[src/rtl/edm_pkg.sv]
// edm_pkg: shared encodings and saturation helper for the EDM discharge monitor
package edm_pkg;
  typedef enum logic [1:0] {
    PT_OPEN   = 2'd0,
    PT_NORMAL = 2'd1,
    PT_ARC    = 2'd2,
    PT_SHORT  = 2'd3
  } pulse_type_t;
  typedef enum logic [3:0] {
    S_IDLE   = 4'b0001,
    S_WAIT   = 4'b0010,
    S_ON     = 4'b0100,
    S_REPORT = 4'b1000
  } state_t;
  localparam logic [15:0] SAT16 = 16'hFFFF;
  function automatic logic [15:0] sat_inc(input logic [15:0] v);
    return (v == SAT16) ? v : v + 16'd1;
  endfunction
endpackage

[src/rtl/sat_counter16.sv]
// sat_counter16: 16-bit saturating event counter, clear beats increment
module sat_counter16
  import edm_pkg::*;
(
  input  logic        clk,
  input  logic        rst_n,
  input  logic        clr,
  input  logic        inc,
  output logic [15:0] cnt
);
  // count up on inc, stick at all-ones, clear wins over a coincident inc
  always_ff @(posedge clk or negedge rst_n)
    if (!rst_n) cnt <= '0;
    else if (clr) cnt <= '0;
    else if (inc) cnt <= sat_inc(cnt);
endmodule

[src/rtl/discharge_state_detect.sv]
// discharge_state_detect: classifies each EDM discharge frame and reports timing, peak and statistics
module discharge_state_detect
  import edm_pkg::*;
#(
  parameter logic        [15:0] BREAKDOWN_THRESHOLD_CUR = 16'd10,
  parameter logic signed [16:0] BREAKDOWN_THRESHOLD_VOL = 17'sd30,
  parameter logic        [15:0] ARC_DELAY_MAX           = 16'd50,
  parameter logic        [15:0] SHORT_DELAY_MAX         = 16'd3,
  parameter logic signed [16:0] SHORT_VOL_TH            = 17'sd5
) (
  input  logic               clk,
  input  logic               rst_n,
  input  logic               monitor_en,
  input  logic               mosfet_deion,
  input  logic signed [16:0] sample_current,
  input  logic signed [16:0] sample_voltage,
  input  logic               stat_clear,
  output logic               pulse_valid,
  output logic [1:0]         pulse_type,
  output logic [15:0]        ignition_delay,
  output logic [15:0]        on_time,
  output logic [15:0]        peak_current,
  output logic [15:0]        cnt_open,
  output logic [15:0]        cnt_normal,
  output logic [15:0]        cnt_arc,
  output logic [15:0]        cnt_short
);
  logic               deion_d;
  logic signed [16:0] cur_d, vol_d, v_bd;
  logic [15:0]        dly, ont, peak;
  state_t             state, state_nx;
  pulse_type_t        ptype, cls;
  logic               fall, rise, bd, rep;
  assign fall = deion_d & ~mosfet_deion;
  assign rise = ~deion_d & mosfet_deion;
  assign bd   = (cur_d >= $signed({1'b0, BREAKDOWN_THRESHOLD_CUR})) && (vol_d < BREAKDOWN_THRESHOLD_VOL);
  assign rep  = monitor_en && state == S_REPORT;
  assign cls  = (dly <= SHORT_DELAY_MAX && v_bd < SHORT_VOL_TH) ? PT_SHORT :
                (dly <= ARC_DELAY_MAX) ? PT_ARC : PT_NORMAL;
  // frame sequencing; a rise always wins over a same-cycle breakdown
  always_comb begin
    state_nx = S_IDLE;
    if (monitor_en)
      case (state)
        S_IDLE:   state_nx = fall ? S_WAIT : S_IDLE;
        S_WAIT:   state_nx = rise ? S_REPORT : bd ? S_ON : S_WAIT;
        S_ON:     state_nx = rise ? S_REPORT : S_ON;
        S_REPORT: state_nx = fall ? S_WAIT : S_IDLE;
        default:  state_nx = S_IDLE;
      endcase
  end
  // input registers, state and per-frame measurements
  always_ff @(posedge clk or negedge rst_n)
    if (!rst_n) begin
      deion_d <= 1'b0;
      cur_d   <= '0;
      vol_d   <= '0;
      state   <= S_IDLE;
      dly     <= '0;
      ont     <= '0;
      peak    <= '0;
      v_bd    <= '0;
      ptype   <= PT_OPEN;
    end else begin
      deion_d <= mosfet_deion;
      cur_d   <= sample_current;
      vol_d   <= sample_voltage;
      state   <= state_nx;
      if (fall) dly <= '0;
      else if (state == S_WAIT && (rise || !bd)) dly <= sat_inc(dly);
      if (fall || (state == S_WAIT && bd)) ont <= '0;
      else if (state == S_ON) ont <= sat_inc(ont);
      if (fall) peak <= '0;
      else if (state == S_ON && !cur_d[16] && cur_d[15:0] > peak) peak <= cur_d[15:0];
      if (state == S_WAIT && bd) v_bd <= vol_d;
      if (state == S_WAIT && rise) ptype <= PT_OPEN;
      else if (state == S_ON && rise) ptype <= cls;
    end
  // report strobe and held report fields
  always_ff @(posedge clk or negedge rst_n)
    if (!rst_n) begin
      pulse_valid    <= 1'b0;
      pulse_type     <= '0;
      ignition_delay <= '0;
      on_time        <= '0;
      peak_current   <= '0;
    end else begin
      pulse_valid <= rep;
      if (rep) begin
        pulse_type     <= ptype;
        ignition_delay <= dly;
        on_time        <= ont;
        peak_current   <= peak;
      end
    end
  sat_counter16 u_cnt_open   (.clk(clk), .rst_n(rst_n), .clr(stat_clear), .inc(pulse_valid && pulse_type == PT_OPEN),   .cnt(cnt_open));
  sat_counter16 u_cnt_normal (.clk(clk), .rst_n(rst_n), .clr(stat_clear), .inc(pulse_valid && pulse_type == PT_NORMAL), .cnt(cnt_normal));
  sat_counter16 u_cnt_arc    (.clk(clk), .rst_n(rst_n), .clr(stat_clear), .inc(pulse_valid && pulse_type == PT_ARC),    .cnt(cnt_arc));
  sat_counter16 u_cnt_short  (.clk(clk), .rst_n(rst_n), .clr(stat_clear), .inc(pulse_valid && pulse_type == PT_SHORT),  .cnt(cnt_short));
endmodule
[config.mk]
export PLATFORM = sky130hd
export DESIGN_NAME = discharge_state_detect
export DESIGN_NICKNAME = d
export VERILOG_FILES = /design/src/rtl/edm_pkg.sv /design/src/rtl/sat_counter16.sv /design/src/rtl/discharge_state_detect.sv
export SDC_FILE = /design/constraint.sdc
export NUM_CORES = 1
export LEC_CHECK = 0
export CORE_ASPECT_RATIO = 0.8
export CORE_UTILIZATION = 40
export DETAILED_ROUTE_END_ITERATION = 7
export PLACE_DENSITY_LB_ADDON = 0.12
export SYNTH_ARGS = -nofsm -noshare
export SYNTH_HDL_FRONTEND = slang
export SYNTH_HIERARCHICAL = 1
export SYNTH_SLANG_ARGS = --single-unit
[constraint.sdc]
create_clock -name clk -period 2 [get_ports clk]
set_input_delay 0.2 -clock clk [delete_from_list [all_inputs] [get_ports clk]]
set_output_delay 0.2 -clock clk [all_outputs]
set_load 0.03 [all_outputs]
== Yosys cells after proc, flatten, opt, wreduce, memory -nomap -nowiden ==
Cells that the tools add are included.
Word-level totals
  register bits: 221
  latch bits: 0
  RAM bits: 0
  bits in read-only memories: 0
  input port bits: 39
  output and inout bits: 115
  logic and storage cells: 116
  memories: 0
Operators by class
  add/subtract/negate cells: 6
  multiply operators: 0
  divide/modulo/power cells: 0
  $lt $le $gt $ge: 6
  equal/unequal tests: 19
  shift operators: 0
  multiplexer cells: 30
  bitwise operators: 4
  reduce and logical (&&, ||, !) cells: 33
Operators with widths (number)
  $mux 16: 20
  $add 16x1->16 const B: 6
  $eq 16x16->1 const B: 6
  $ge 17x5->1 const B: 1
  $lt 17x4->1 const B: 1
  $lt 17x6->1 const B: 1
  $gt 16x16->1: 1
  $le 16x2->1 const B: 1
  $le 16x6->1 const B: 1
  $reduce_bool 2->1: 8
  $logic_and 1x1->1: 13
  $mux 4: 3
  $ne 2x2->1 const B: 6
  $pmux 4 s3: 1
  $reduce_and 2->1: 6
  $mux 2: 5
  $eq 2x2->1 const B: 2
  $eq 4x1->1 const B: 1
  $eq 4x2->1 const B: 1
  $eq 4x3->1 const B: 1
  $eq 4x4->1 const B: 1
  $mux 3: 1
  $and 1x1->1: 2
  $eq 2x1->1 const B: 1
  other kinds (5): 8

== Longest topological paths before layout ==
  depth after elaboration: 7
  gate-level depth with buffers: 8
  gate-level depth less buffers: 7

== Modules after synthesis ==
The synthesis kept the hierarchy.
Modules (own cells, without submodules)
  discharge_state_detect: instances 1, cells each 599, area each 6795.3 um^2, seq. area each 3930.0 um^2
  sat_counter16: instances 4, cells each 92, area each 904.6 um^2, seq. area each 400.4 um^2

== Worst setup path before layout ==
No wires, ideal clock.
  kind: reg-to-reg
  start: register pulse_valid
  end: register u_cnt_open.cnt[15]
  setup time: 0.120 ns
  data arrival time: 2.066 ns
  required time: 1.880 ns
  path slack: -0.187 ns
  stages on the path, launching flop included: 6
  buffers on the path: 0
  period minus slack after synthesis: 2.187 ns
  cells stage by stage: dfrtp_1 nor3b_1 and4_1 nand4_1 or4_1 o211a_1
On the way
  longest elaborated chain between the ends: 3
RTL lines
  start, declared: line discharge_state_detect.sv:18  | output logic pulse_valid,
  start signal, assigned: line discharge_state_detect.sv:88  | pulse_valid <= rep;
  $logic_and 1x1->1: line discharge_state_detect.sv:96  | sat_counter16 u_cnt_open (.clk(clk), .rst_n(rst_n), .clr(stat_clear), .inc(pulse_valid && pulse_type == PT_OPE ...
  $reduce_bool 2->1 (no source line)
  $reduce_and 2->1 (no source line)
  end signal, assigned: line sat_counter16.sv:15  | else if (inc) cnt <= sat_inc(cnt);
  end, declared: line sat_counter16.sv:9  | output logic [15:0] cnt
No other way between the ends.
A chain may end at the register's enable or synchronous reset.

== Worst setup path after layout ==
  start: register cur_d[4]
  end: register peak[15]
On the way
  longest elaborated chain between the ends: 3
RTL lines
  start, declared: line discharge_state_detect.sv:29  | logic signed [16:0] cur_d, vol_d, v_bd;
  start signal, assigned: line discharge_state_detect.sv:66  | cur_d <= sample_current;
  $gt 16x16->1: line discharge_state_detect.sv:74  | else if (state == S_ON && !cur_d[16] && cur_d[15:0] > peak) peak <= cur_d[15:0];
  $logic_and 1x1->1: line discharge_state_detect.sv:74
  $reduce_bool 2->1 (no source line)
  end signal, assigned: line discharge_state_detect.sv:74
  end, declared: line discharge_state_detect.sv:30  | logic [15:0] dly, ont, peak;
No other way between the ends.

==> flow_summary_export.csv <==
group,metric,value,unit
outcome,status,"complete, but fails checks",
outcome,violations,"negative setup slack",
cts,cts_tree,"built",
run,maxCapViolCount,0,
synth,async_reset_ff_share,100,%
setup_path,startpoint_type,"flip-flop",
routing,firstDrtPassIters,5,
power,power_density,704,mW/mm^2
cts,clkTransAtPathRegs,70,ps
cts,numCtsBuffers,24,
setup_path,critPathMaxFanout,12,
timing,max_freq,474,MHz
timing,setup_viol,23,
timing,fin_crit_sh,105,%
synth,synth_fa_ha_area_share,2.76,%
power,peakVddDrop,689,uV
die,core_area,0.0254,mm^2
synth,synth.avg_cell_area,10.8,um^2
die,rows,52,
die,start_util,40.9,%
final_layout,final_util,55.0,%
setup_path,required,2440,ps
grt,grt_remaining_overflow,0,
die,fp.dieH,146,um
power,leakagePower,6.11,nW
final_layout,drive_gt1_share,17.1,%
final_layout,n_antenna_cell,0,
power,p_total,9.85,mW
synth,ys.flop_type,"dfrtp_1",
synth,synth_top_family_by_area,"simple AND/OR/NAND/NOR gates",
timing,slew_violations,0,
setup_path,path_class,"reg -> reg",
routing,drc_errors,0,
routing,drtAntennaViolNets,0,
place,io_buffers,153,
synth,yosysUniqueCellTypes,60,
synth,synthMuxAreaShare,8.09,%
timing,worstMarginPinSlew,476,ps
grt,grt_pass1_wl,40700,um
routing,vias,8279,
cts,cts_root_buffer,"clkbuf_16",
setup_path,worstPathArrival,2550,ps
cts,clkLatencyLatePin,530,ps
timing,hold_violations,0,
cts,clockBufferDepth,3,
synth,ys_ff_latch,221,
timing,rsz0062_at_grt,"true",
cts,clock_sinks,221,
synth,synth_xor_area_share,1.35,%
synth,synth_compound_gate_area_share,11.7,%
synth,mappedNetlistNets,1029,
synth,yosysWarningCount,6,
die,dieWidth,182,um
routing,drt-total-wl,24800,um
synth,synth_cells,967,
routing,viasPerCell,5.29,
timing,maxSlewHeadroom,68.0,%
die,ios,154,
synth,synth_area,0.0104,mm^2
die,die_area,0.0267,mm^2
final_layout,layout.nets,1257,
synth,synth-edff-count,0,
synth,ys_seq_area_share,53.1,%
grt,grt_start_max_net_pins,69,
timing,period_needed,2110,ps
place,gp_congestion,0.837,
grt,grt_pass1_vias,7815,
setup_path,cp-end-kind,"flip-flop",
grt,antenna_found_initial,0,
worst_hold_path,worstHoldPathType,"in -> reg",
cts,h-tree-depth,1,
timing,finalWorstSetupSlack,-109,ps
place,hpwl,17600,um
place,place_area,0.0129,mm^2
final_layout,fin_area,0.0140,mm^2
timing,fin_skew,21.1,ps
grt,grt_usage,18.6,%
routing,drt_iter0_drc,483,
routing,wire_per_inst,15.9,um
synth,synthSimpleGateAreaFrac,20.3,%
final_layout,area_delta_synth_final,34.3,%
==> per-layer routing <==
metal,wire length (um),GRT usage (%),vias up
li1,-,-,4063
met1,12700,28.6,4032
met2,10700,27.4,158
met3,1020,3.22,26
met4,361,3.87,0
met5,0,0,-
==> cell usage in the layout, fill, tap and decap left out, types with 6 or more instances in the layout <==
master and instances:
dfrtp_1 218, clkdlybuf4s50_1 148, nand2_1 113, buf_4 69, a21oi_1 58, nor2_1 46
o21ai_0 45, mux2_2 45, inv_1 34, or4_1 32, nand3_1 30, nand4_1 28
o31ai_1 27, clkbuf_16 24, mux2i_1 23, ha_1 20, or3_1 18, and4_1 15
nor3_1 13, xor2_1 13, nor2b_1 12, nor4_1 11, and3_1 11, buf_12 10
and2_1 7, o21ai_1 6, a211oi_1 6, a41oi_1 6
==> critical path, stage by stage, from the launching register on <==
cell     delay, ps
dfrtp_1        400
buf_6          130
ha_4           250
nand4_1        170
nor4_4         350
o21ai_2        110
a31oi_4        220
buf_12         190
mux2i_1        200
==> logic make-up after synthesis <==
kind of cell,after synthesis
mux,76
compound gates,191
simple gates,371
buf+inv,69
flops,221
xor+xnor,16
fa+ha+maj,23
==> area by class of cell <==
| cell class | count | area (um^2) |
|---|---|---|
| clock buffer | 33 | 684 |
| clock inverter | 11 | 174 |
| fill | 2204 | 11500 |
| inverter | 35 | 131 |
| multi-input combinational | 677 | 4720 |
| sequential | 221 | 5530 |
| tap | 351 | 439 |
| timing repair buffer | 236 | 2300 |
==> path summary, 6_finish.rpt <==
check | start | endpoint | slack [ps] | depth (start not counted)
max in group asynchronous | rst_n | state[0]$_DFF_PN1_ | 1180 | 3
hold / removal | sample_voltage[9] | vol_d[9]$_DFF_PN0_ | 110 | 1
hold reg to reg | vol_d[0]$_DFF_PN0_ | v_bd[0]$_DFFE_PN0P_ | 470 | 1
setup reg to reg | cur_d[4]$_DFF_PN0_ | peak[15]$_DFFE_PN0P_ | -110 | 8
min in group asynchronous | rst_n | u_cnt_arc/cnt[9]$_DFFE_PN0P_ | 140 | 2
setup / recovery | cur_d[4]$_DFF_PN0_ | peak[15]$_DFFE_PN0P_ | -110 | 8
==> metrics by stage <==
step                setup slack, ps  hold slack, ps  setup TNS (ps)  instances
floorplan                     -78.1           -95.6            -808        967
global placement              -9.65            87.3           -88.7       1513
detailed placement             -177            89.9           -2330       1513
CTS                            -117            77.8           -1480       1558
global route                   -188            92.9           -4720       1564
finish                         -109             105           -1410       1564
==> synthesized netlist by cell type (all sizes together) (4+ instances only) <==
cell / count / area, um^2
or4: 32 / 240
nand4: 32 / 260
mux2: 53 / 612
and4: 15 / 131
mux2i: 23 / 230
o21ai: 52 / 260
a41oi: 7 / 61.3
a211oi: 6 / 45.0
and2: 7 / 43.8
dfrtp: 220 / 5510
a31oi: 6 / 52.6
nor4: 18 / 173
and3: 11 / 68.8
nor2b: 16 / 110
nor3: 15 / 75.1
xor2: 13 / 114
a21oi: 58 / 290
clkbuf: 25 / 93.8
buf: 9 / 56.3
o311ai: 4 / 35.0
nand2b: 4 / 25.0
nor2: 48 / 180
nand3: 30 / 150
ha: 23 / 288
o211a: 5 / 50.1
a311oi: 5 / 43.8
o31ai: 27 / 203
o41ai: 4 / 35.0
nand2: 114 / 428
inv: 35 / 131
or3: 18 / 113
a31o: 5 / 43.8
==> power by group <==
part           internal (mW)  switching (mW)
logic                  0.210           0.260
registers               4.55          0.0519
clock network           2.92            1.85
==> flip-flops by register name, summed over array words and instances (netlist names), 4 cells and up <==
signal            count
peak_current         16
vol_d                17
peak                 16
dly                  16
on_time              16
state                 4
u_cnt_short/cnt      16
u_cnt_arc/cnt        16
u_cnt_normal/cnt     16
u_cnt_open/cnt       16
v_bd                 17
cur_d                17
ont                  16
ignition_delay       16
==> repair_timing <==
| item | CTS | global route |
|---|---|---|
| hold endpoints to repair | 220 | 0 |
| gates cloned | 0 | 0 |
| setup buffers | 0 | 6 |
| resized for setup | 3 | 21 |
| endpoints found under the setup margin | 23 | 71 |
| pin swaps | 2 | 8 |
| hold buffers | 1 | 0 |
Power figures use the tool's default switching activity.
